==> src/rtl/riscv_ctrl_pkg.sv <==
// Shared encodings for the multicycle RV32I controller: state codes, opcodes,
// ALU operation classes and the datapath mux select values.
package riscv_ctrl_pkg;

    localparam logic [3:0] ST_FETCH    = 4'd0;
    localparam logic [3:0] ST_DECODE   = 4'd1;
    localparam logic [3:0] ST_MEMADR   = 4'd2;
    localparam logic [3:0] ST_MEMREAD  = 4'd3;
    localparam logic [3:0] ST_MEMWB    = 4'd4;
    localparam logic [3:0] ST_MEMWRITE = 4'd5;
    localparam logic [3:0] ST_EXEC_R   = 4'd6;
    localparam logic [3:0] ST_EXEC_I   = 4'd7;
    localparam logic [3:0] ST_ALUWB    = 4'd8;
    localparam logic [3:0] ST_BEQ      = 4'd9;
    localparam logic [3:0] ST_JAL      = 4'd10;
    localparam logic [3:0] ST_TRAP     = 4'd11;

    // Typed view of the state codes above, handy in waveform viewers.
    typedef enum logic [3:0] {
        FETCH    = ST_FETCH,
        DECODE   = ST_DECODE,
        MEMADR   = ST_MEMADR,
        MEMREAD  = ST_MEMREAD,
        MEMWB    = ST_MEMWB,
        MEMWRITE = ST_MEMWRITE,
        EXEC_R   = ST_EXEC_R,
        EXEC_I   = ST_EXEC_I,
        ALUWB    = ST_ALUWB,
        BEQ      = ST_BEQ,
        JAL      = ST_JAL,
        TRAP     = ST_TRAP
    } state_e;

    localparam logic [6:0] OP_LOAD   = 7'b0000011;
    localparam logic [6:0] OP_STORE  = 7'b0100011;
    localparam logic [6:0] OP_RTYPE  = 7'b0110011;
    localparam logic [6:0] OP_ITYPE  = 7'b0010011;
    localparam logic [6:0] OP_BRANCH = 7'b1100011;
    localparam logic [6:0] OP_JAL    = 7'b1101111;

    typedef enum logic [1:0] {
        ALUOP_ADD   = 2'b00,
        ALUOP_SUB   = 2'b01,
        ALUOP_FUNCT = 2'b10
    } aluop_e;

    localparam logic [1:0] RES_ALUOUT    = 2'b00;
    localparam logic [1:0] RES_DATA      = 2'b01;
    localparam logic [1:0] RES_ALURESULT = 2'b10;

    localparam logic [1:0] SRCA_PC    = 2'b00;
    localparam logic [1:0] SRCA_OLDPC = 2'b01;
    localparam logic [1:0] SRCA_RS1   = 2'b10;

    localparam logic [1:0] SRCB_RS2  = 2'b00;
    localparam logic [1:0] SRCB_IMM  = 2'b01;
    localparam logic [1:0] SRCB_FOUR = 2'b10;

    localparam logic [1:0] IMM_I = 2'b00;
    localparam logic [1:0] IMM_S = 2'b01;
    localparam logic [1:0] IMM_B = 2'b10;
    localparam logic [1:0] IMM_J = 2'b11;

    localparam logic [2:0] ALU_ADD = 3'b000;
    localparam logic [2:0] ALU_SUB = 3'b001;
    localparam logic [2:0] ALU_SLL = 3'b010;
    localparam logic [2:0] ALU_SRA = 3'b011;
    localparam logic [2:0] ALU_XOR = 3'b100;
    localparam logic [2:0] ALU_SRL = 3'b101;
    localparam logic [2:0] ALU_OR  = 3'b110;
    localparam logic [2:0] ALU_AND = 3'b111;

endpackage

==> src/rtl/alu_op_decoder.sv <==
// Combinational ALU decoder: maps the FSM's operation class plus the
// instruction's funct fields onto a concrete alu_control code.
module alu_op_decoder
    import riscv_ctrl_pkg::*;
(
    input  logic [1:0] aluop,
    input  logic [2:0] funct3,
    input  logic       op5,
    input  logic       funct7b5,
    output logic [2:0] alu_control
);

    // Immediate forms reuse IR[30] as immediate data, so SUB needs op5 as well.
    always_comb begin
        alu_control = ALU_ADD;
        case (aluop)
            ALUOP_ADD: alu_control = ALU_ADD;
            ALUOP_SUB: alu_control = ALU_SUB;
            ALUOP_FUNCT: begin
                case (funct3)
                    3'b000:  alu_control = (op5 && funct7b5) ? ALU_SUB : ALU_ADD;
                    3'b001:  alu_control = ALU_SLL;
                    3'b100:  alu_control = ALU_XOR;
                    3'b101:  alu_control = funct7b5 ? ALU_SRA : ALU_SRL;
                    3'b110:  alu_control = ALU_OR;
                    3'b111:  alu_control = ALU_AND;
                    default: alu_control = ALU_ADD;
                endcase
            end
            default: alu_control = ALU_ADD;
        endcase
    end

endmodule

==> src/rtl/multicycle_ctrl_fsm.sv <==
// Moore sequencing controller for the multicycle RV32I datapath.
// Define MCFSM_JAL_EN to include the JAL state; otherwise JAL traps.
module multicycle_ctrl_fsm
    import riscv_ctrl_pkg::*;
#(
    parameter int INSTRET_W = 32
) (
    input  logic                 clk,
    input  logic                 reset,
    input  logic [6:0]           opcode,
    input  logic [2:0]           funct3,
    input  logic                 funct7b5,
    input  logic                 zero,
    input  logic                 mem_ready,
    output logic                 pc_write,
    output logic                 adr_src,
    output logic                 mem_write,
    output logic                 ir_write,
    output logic [1:0]           result_src,
    output logic [1:0]           alu_src_a,
    output logic [1:0]           alu_src_b,
    output logic [1:0]           imm_src,
    output logic                 reg_write,
    output logic [2:0]           alu_control,
    output logic                 illegal_instr,
    output logic [INSTRET_W-1:0] instret,
    output logic [3:0]           state_o
);

    logic [3:0] state_q;
    logic [3:0] state_d;
    logic [1:0] aluop;
    logic       retire;

    always_comb begin
        state_d = state_q;
        case (state_q)
            ST_FETCH:    if (mem_ready) state_d = ST_DECODE;
            ST_DECODE: begin
                case (opcode)
                    OP_LOAD, OP_STORE: state_d = ST_MEMADR;
                    OP_RTYPE:          state_d = ST_EXEC_R;
                    OP_ITYPE:          state_d = ST_EXEC_I;
                    OP_BRANCH:         state_d = ST_BEQ;
`ifdef MCFSM_JAL_EN
                    OP_JAL:            state_d = ST_JAL;
`endif
                    default:           state_d = ST_TRAP;
                endcase
            end
            ST_MEMADR:   state_d = (opcode == OP_STORE) ? ST_MEMWRITE : ST_MEMREAD;
            ST_MEMREAD:  if (mem_ready) state_d = ST_MEMWB;
            ST_MEMWB:    state_d = ST_FETCH;
            ST_MEMWRITE: if (mem_ready) state_d = ST_FETCH;
            ST_EXEC_R:   state_d = ST_ALUWB;
            ST_EXEC_I:   state_d = ST_ALUWB;
            ST_ALUWB:    state_d = ST_FETCH;
            ST_BEQ:      state_d = ST_FETCH;
`ifdef MCFSM_JAL_EN
            ST_JAL:      state_d = ST_ALUWB;
`endif
            ST_TRAP:     state_d = ST_TRAP;
            default:     state_d = ST_FETCH;
        endcase
    end

    // Write enables are squashed during reset so an aborted instruction leaves no trace.
    always_comb begin
        pc_write   = 1'b0;
        adr_src    = 1'b0;
        mem_write  = 1'b0;
        ir_write   = 1'b0;
        reg_write  = 1'b0;
        result_src = RES_ALUOUT;
        alu_src_a  = SRCA_PC;
        alu_src_b  = SRCB_RS2;
        aluop      = ALUOP_ADD;
        case (state_q)
            ST_FETCH: begin
                alu_src_b  = SRCB_FOUR;
                result_src = RES_ALURESULT;
                ir_write   = mem_ready;
                pc_write   = mem_ready;
            end
            ST_DECODE: begin
                alu_src_a = SRCA_OLDPC;
                alu_src_b = SRCB_IMM;
            end
            ST_MEMADR: begin
                alu_src_a = SRCA_RS1;
                alu_src_b = SRCB_IMM;
            end
            ST_MEMREAD: adr_src = 1'b1;
            ST_MEMWB: begin
                result_src = RES_DATA;
                reg_write  = 1'b1;
            end
            ST_MEMWRITE: begin
                adr_src   = 1'b1;
                mem_write = 1'b1;
            end
            ST_EXEC_R: begin
                alu_src_a = SRCA_RS1;
                alu_src_b = SRCB_RS2;
                aluop     = ALUOP_FUNCT;
            end
            ST_EXEC_I: begin
                alu_src_a = SRCA_RS1;
                alu_src_b = SRCB_IMM;
                aluop     = ALUOP_FUNCT;
            end
            ST_ALUWB: reg_write = 1'b1;
            ST_BEQ: begin
                alu_src_a = SRCA_RS1;
                alu_src_b = SRCB_RS2;
                aluop     = ALUOP_SUB;
                pc_write  = zero;
            end
`ifdef MCFSM_JAL_EN
            ST_JAL: begin
                alu_src_a = SRCA_OLDPC;
                alu_src_b = SRCB_FOUR;
                pc_write  = 1'b1;
            end
`endif
            default: ;
        endcase
        if (reset) begin
            pc_write  = 1'b0;
            ir_write  = 1'b0;
            mem_write = 1'b0;
            reg_write = 1'b0;
        end
    end

    always_comb begin
        case (opcode)
            OP_STORE:  imm_src = IMM_S;
            OP_BRANCH: imm_src = IMM_B;
            OP_JAL:    imm_src = IMM_J;
            default:   imm_src = IMM_I;
        endcase
    end

    assign retire = (state_q == ST_MEMWB) || (state_q == ST_ALUWB) || (state_q == ST_BEQ) ||
                    ((state_q == ST_MEMWRITE) && mem_ready);

    always_ff @(posedge clk) begin
        if (reset) begin
            state_q       <= ST_FETCH;
            instret       <= '0;
            illegal_instr <= 1'b0;
        end else begin
            state_q <= state_d;
            if (retire) instret <= instret + {{(INSTRET_W-1){1'b0}}, 1'b1};
            if (state_d == ST_TRAP) illegal_instr <= 1'b1;
        end
    end

    assign state_o = state_q;

    alu_op_decoder u_alu_op_decoder (
        .aluop       (aluop),
        .funct3      (funct3),
        .op5         (opcode[5]),
        .funct7b5    (funct7b5),
        .alu_control (alu_control)
    );

endmodule

==> config.mk <==
export PLATFORM = sky130hd
export DESIGN_NAME = multicycle_ctrl_fsm
export DESIGN_NICKNAME = d
export VERILOG_FILES = /design/src/rtl/riscv_ctrl_pkg.sv /design/src/rtl/alu_op_decoder.sv /design/src/rtl/multicycle_ctrl_fsm.sv
export SDC_FILE = /design/constraint.sdc
export NUM_CORES = 1
export LEC_CHECK = 0
export CORE_MARGIN = 3
export CORE_UTILIZATION = 40
export CTS_CLUSTER_SIZE = 40
export DETAILED_ROUTE_END_ITERATION = 12
export GPL_ROUTABILITY_DRIVEN = 0
export PLACE_DENSITY_LB_ADDON = 0.12
export SKIP_CTS_REPAIR_TIMING = 1
export SLEW_MARGIN = 15
export SYNTH_ARGS = -nofsm -noshare
export SYNTH_HDL_FRONTEND = slang
export SYNTH_SLANG_ARGS = --single-unit
==> constraint.sdc <==
create_clock -name clk -period 5.3 [get_ports clk]
set_input_delay 0.795 -clock clk [delete_from_list [all_inputs] [get_ports clk]]
set_output_delay 0.795 -clock clk [all_outputs]
set_load 0.1 [all_outputs]
==> summary.txt <==
Run status
  – Status: completed

Logic synthesis
  – Register area share after synthesis: 0.303
  – Mapped Area: ~2400 um^2
  – Synth top area share: 0.303
  – Largest cells by area after synthesis: dfxtp_1 30%, mux2_2 8.8%, nor2b_1 7.4%, nor2_1 4.9%, a21oi_1 4.1%
  – Post-synthesis instance total: 310
  – Post-synth ARST share: 0
  – Top-count cell post-synth: dfxtp_1
  – Top post-synthesis cells by count: 37 x dfxtp_1, 32 x nor2_1, 29 x nor2b_1
  – Synth warn: 0
  – Number of synthesized flops with an enable pin: 0
  – Primary FF master, synth: dfxtp_1
  – Post-Syn Area per Cell: 7.89 um^2
  – Netlist cell types: between 40 and 50
  – Yosys top cell by area: dfxtp_1
  – Syn nets: 328
  – Seq cells post-synth: 37

Route
  – First drt pass iteration count: 4
  – Initial DRC Count: about 160
  – Via/cell ratio: approximately 5.6
  – Total Wirelength: approximately 6000 um
  – DR WL/cell: around 14 um
  – Post-route ant nets: 0
  – Vias: around 2400
  – Detailed-route DRC error count: 0

Timing
  – Final number of setup-violating endpoints: 0
  – Total negative slack: 0 ns
  – PnR worst setup slack: approximately 1.3 ns
  – Final min period: between 3 and 4 ns
  – Setup Skew: roughly 0.010 ns
  – Fmax achieved: 251 MHz
  – Slew Limit Headroom: 0.313
  – WHS: 0.507 ns
  – Slew Viols, Final: 0
  – Final Hold Viols: 0
  – RSZ-0062 raised after global routing: false
  – Final worst path period share: 0.752
  – Measured slew at the worst slew-check pin: 1.03 ns

Critical path
  – CP startpoint: state_o[3]$_SDFF_PP0_
  – Crit-path max cell delay: ~1.1 ns
  – Crit Reg-Reg Startpoint: state_o[3]$_SDFF_PP0_
  – Reg2Reg Setup Slack: between 2 and 3 ns
  – Stages on the worst setup path: 5
  – Crit Path Max Fanout: 20
  – CP Buf/Inv Count: 1
  – Crit Path Class: reg -> out
  – Worst Setup End Kind: primary output
  – Critical Path RT: around 4.5 ns
  – CP Launch Type: flop
  – Reg2Reg Depth: 4
  – CP arrival: roughly 3.2 ns
  – Crit-path cells: nor2b_1 -> nand2_1 -> ha_1 -> and3b_1 -> clkdlybuf4s50_1
  – CP delay by family, top: buffers and inverters
  – Slowest cell on crit path: clkdlybuf4s50_1

Worst hold path
  – Hold Crit Depth: 2
  – Min-delay src: illegal_instr$_SDFFE_PP0N_
  – HP Class: reg -> reg

Floorplan
  – Die Span X: roughly 84 um
  – Die height: ~84 um
  – Initial Util: 0.428
  – Io pins: 68
  – Row count: 27
  – Core Box Area: 5710 um^2
  – Die area: around 7100 um^2

Power and ir drop
  – Sw power: 0.000623 W
  – Internal power: 0.000599 W
  – Sw Share: 0.510
  – Sequential power share: 0.281
  – Max VDD drop: approximately 0.33 mV
  – Pwr dens: roughly 370 nW/um^2
  – Clock Power Share: 0.210
  – Leak Pwr: between 1 and 1.5 nW
  – Total power: between 0.001 and 0.0015 W
  – Comb power frac: 0.509

Clock network
  – Root Buffer: clkbuf_8
  – CTS Buffer Depth: 2
  – CTS Sinks: 37
  – TritonCTS clock tree: done
  – CTS H-tree depth: 2
  – CTS buffer count: 5
  – Clk Latency, worst-skew pair: approximately 0.29 ns
  – Clock-pin slew on the worst setup and hold paths: ~0.070 ns

Global route
  – Vias in the first global route: roughly 2200
  – Gr usage total: 0.170
  – Pin count of the biggest net entering global routing: between 50 and 60
  – GR Overflow Total: 0
  – Initial antenna violation count: 0
  – Global-route wire length before repair: ~10000 um

Job
  – Max Cap Violations: 0

Place
  – I/O Buffers: 67
  – Detailed placement HPWL: 4120 um
  – Dpl ws: between 1 and 1.5 ns
  – Placed insts: approximately 430

Layout
  – Share of cells above drive strength 1: 0.124
  – Final Net Count: 379
  – Final Non-Filler Cells: ~430
  – Antenna diode instance count: 0
  – Layout area overhead: 33.3%
layer usage:
metal	vias up	track usage	routed length (um)
met1	1131	0.242	3020
met5	-	0	0
li1	1231	-	-
met3	6	0.0353	269
met4	0	0.0424	60
met2	55	0.263	2670
area by class of cell:
| type | instances | area [um^2] |
|---|---|---|
| Fill cell | 538 | 2450 |
| Clock buffer | 6 | 82.6 |
| Multi-Input combinational cell | 237 | 1590 |
| Sequential cell | 37 | 741 |
| Tap cell | 72 | 90.1 |
| Timing Repair Buffer | 68 | 673 |
| Inverter | 12 | 45.0 |
| Clock inverter | 2 | 37.5 |
logic make-up (layout without fill, tap and decap cells):
| group | Yosys count | count (layout) | share of synthesized area |
|---|---|---|---|
| mux | 21 | 21 | 0.0967 |
| compound gates | 51 | 51 | 0.131 |
| xor+xnor | 1 | 1 | 0.00358 |
| fa+ha+maj | 3 | 3 | 0.0154 |
| flops | 37 | 37 | 0.303 |
| simple gates | 161 | 161 | 0.391 |
| buf+inv | 36 | 88 | 0.0599 |
path summary, 6_finish.rpt:
| kind | endpoint |
|---|---|
| worst max-delay path | alu_control[1] |
| worst min-delay path | illegal_instr$_SDFFE_PP0N_ |
| worst max register to register | instret[31]$_SDFFE_PP0P_ |
| worst min register to register | illegal_instr$_SDFFE_PP0N_ |
placed cells by master, fill, tap and decap left out, drive strengths merged, types with 5 or more instances in the layout:
| master | synthesis | routed |
|---|---|---|
| nor4 | 19 | 19 |
| o21ai | 7 | 7 |
| nand4 | 8 | 8 |
| nor2b | 29 | 29 |
| nor4b | 6 | 6 |
| a21oi | 20 | 20 |
| clkdlybuf4s50 | 0 | 66 |
| nand2b | 6 | 6 |
| nand3 | 15 | 15 |
| o31ai | 8 | 8 |
| or3 | 5 | 5 |
| clkbuf | 18 | 6 |
| dfxtp | 37 | 37 |
| mux2 | 21 | 21 |
| inv | 12 | 12 |
| nor2 | 32 | 32 |
| or4 | 11 | 11 |
| nand2 | 16 | 16 |
power groups by stage:
stage	Sequential (W)	Combinational, W	Clock (W)
2_1_floorplan	0.000409	0.000433	0
3_3_place_gp	0.000350	0.000624	0
3_5_place_dp	0.000349	0.000623	0
4_1_cts	0.000343	0.000624	0.000264
5_1_grt	0.000351	0.000651	0.000275
6_report	0.000343	0.000622	0.000257
per-stage QoR:
step / util / area, um^2
4_1_cts: 0.571 / 3260
3_3_place_gp: 0.550 / 3140
5_1_grt: 0.571 / 3260
3_5_place_dp: 0.550 / 3140
2_1_floorplan: - / 2470
6_report: 0.571 / 3260
flip-flops by register name (all words and copies together) (netlist names):
register and count:
illegal_instr 1, instret 32, state_o 4
worst reg2reg max path: stages, from the launching register on:
cell	delay [ns]
dfxtp_1	0.75
nor2b_1	0.20
a21oi_4	0.85
nor4_1	0.20
mux2_2	0.32
Note: power is estimated with default switching activity, not from simulation.
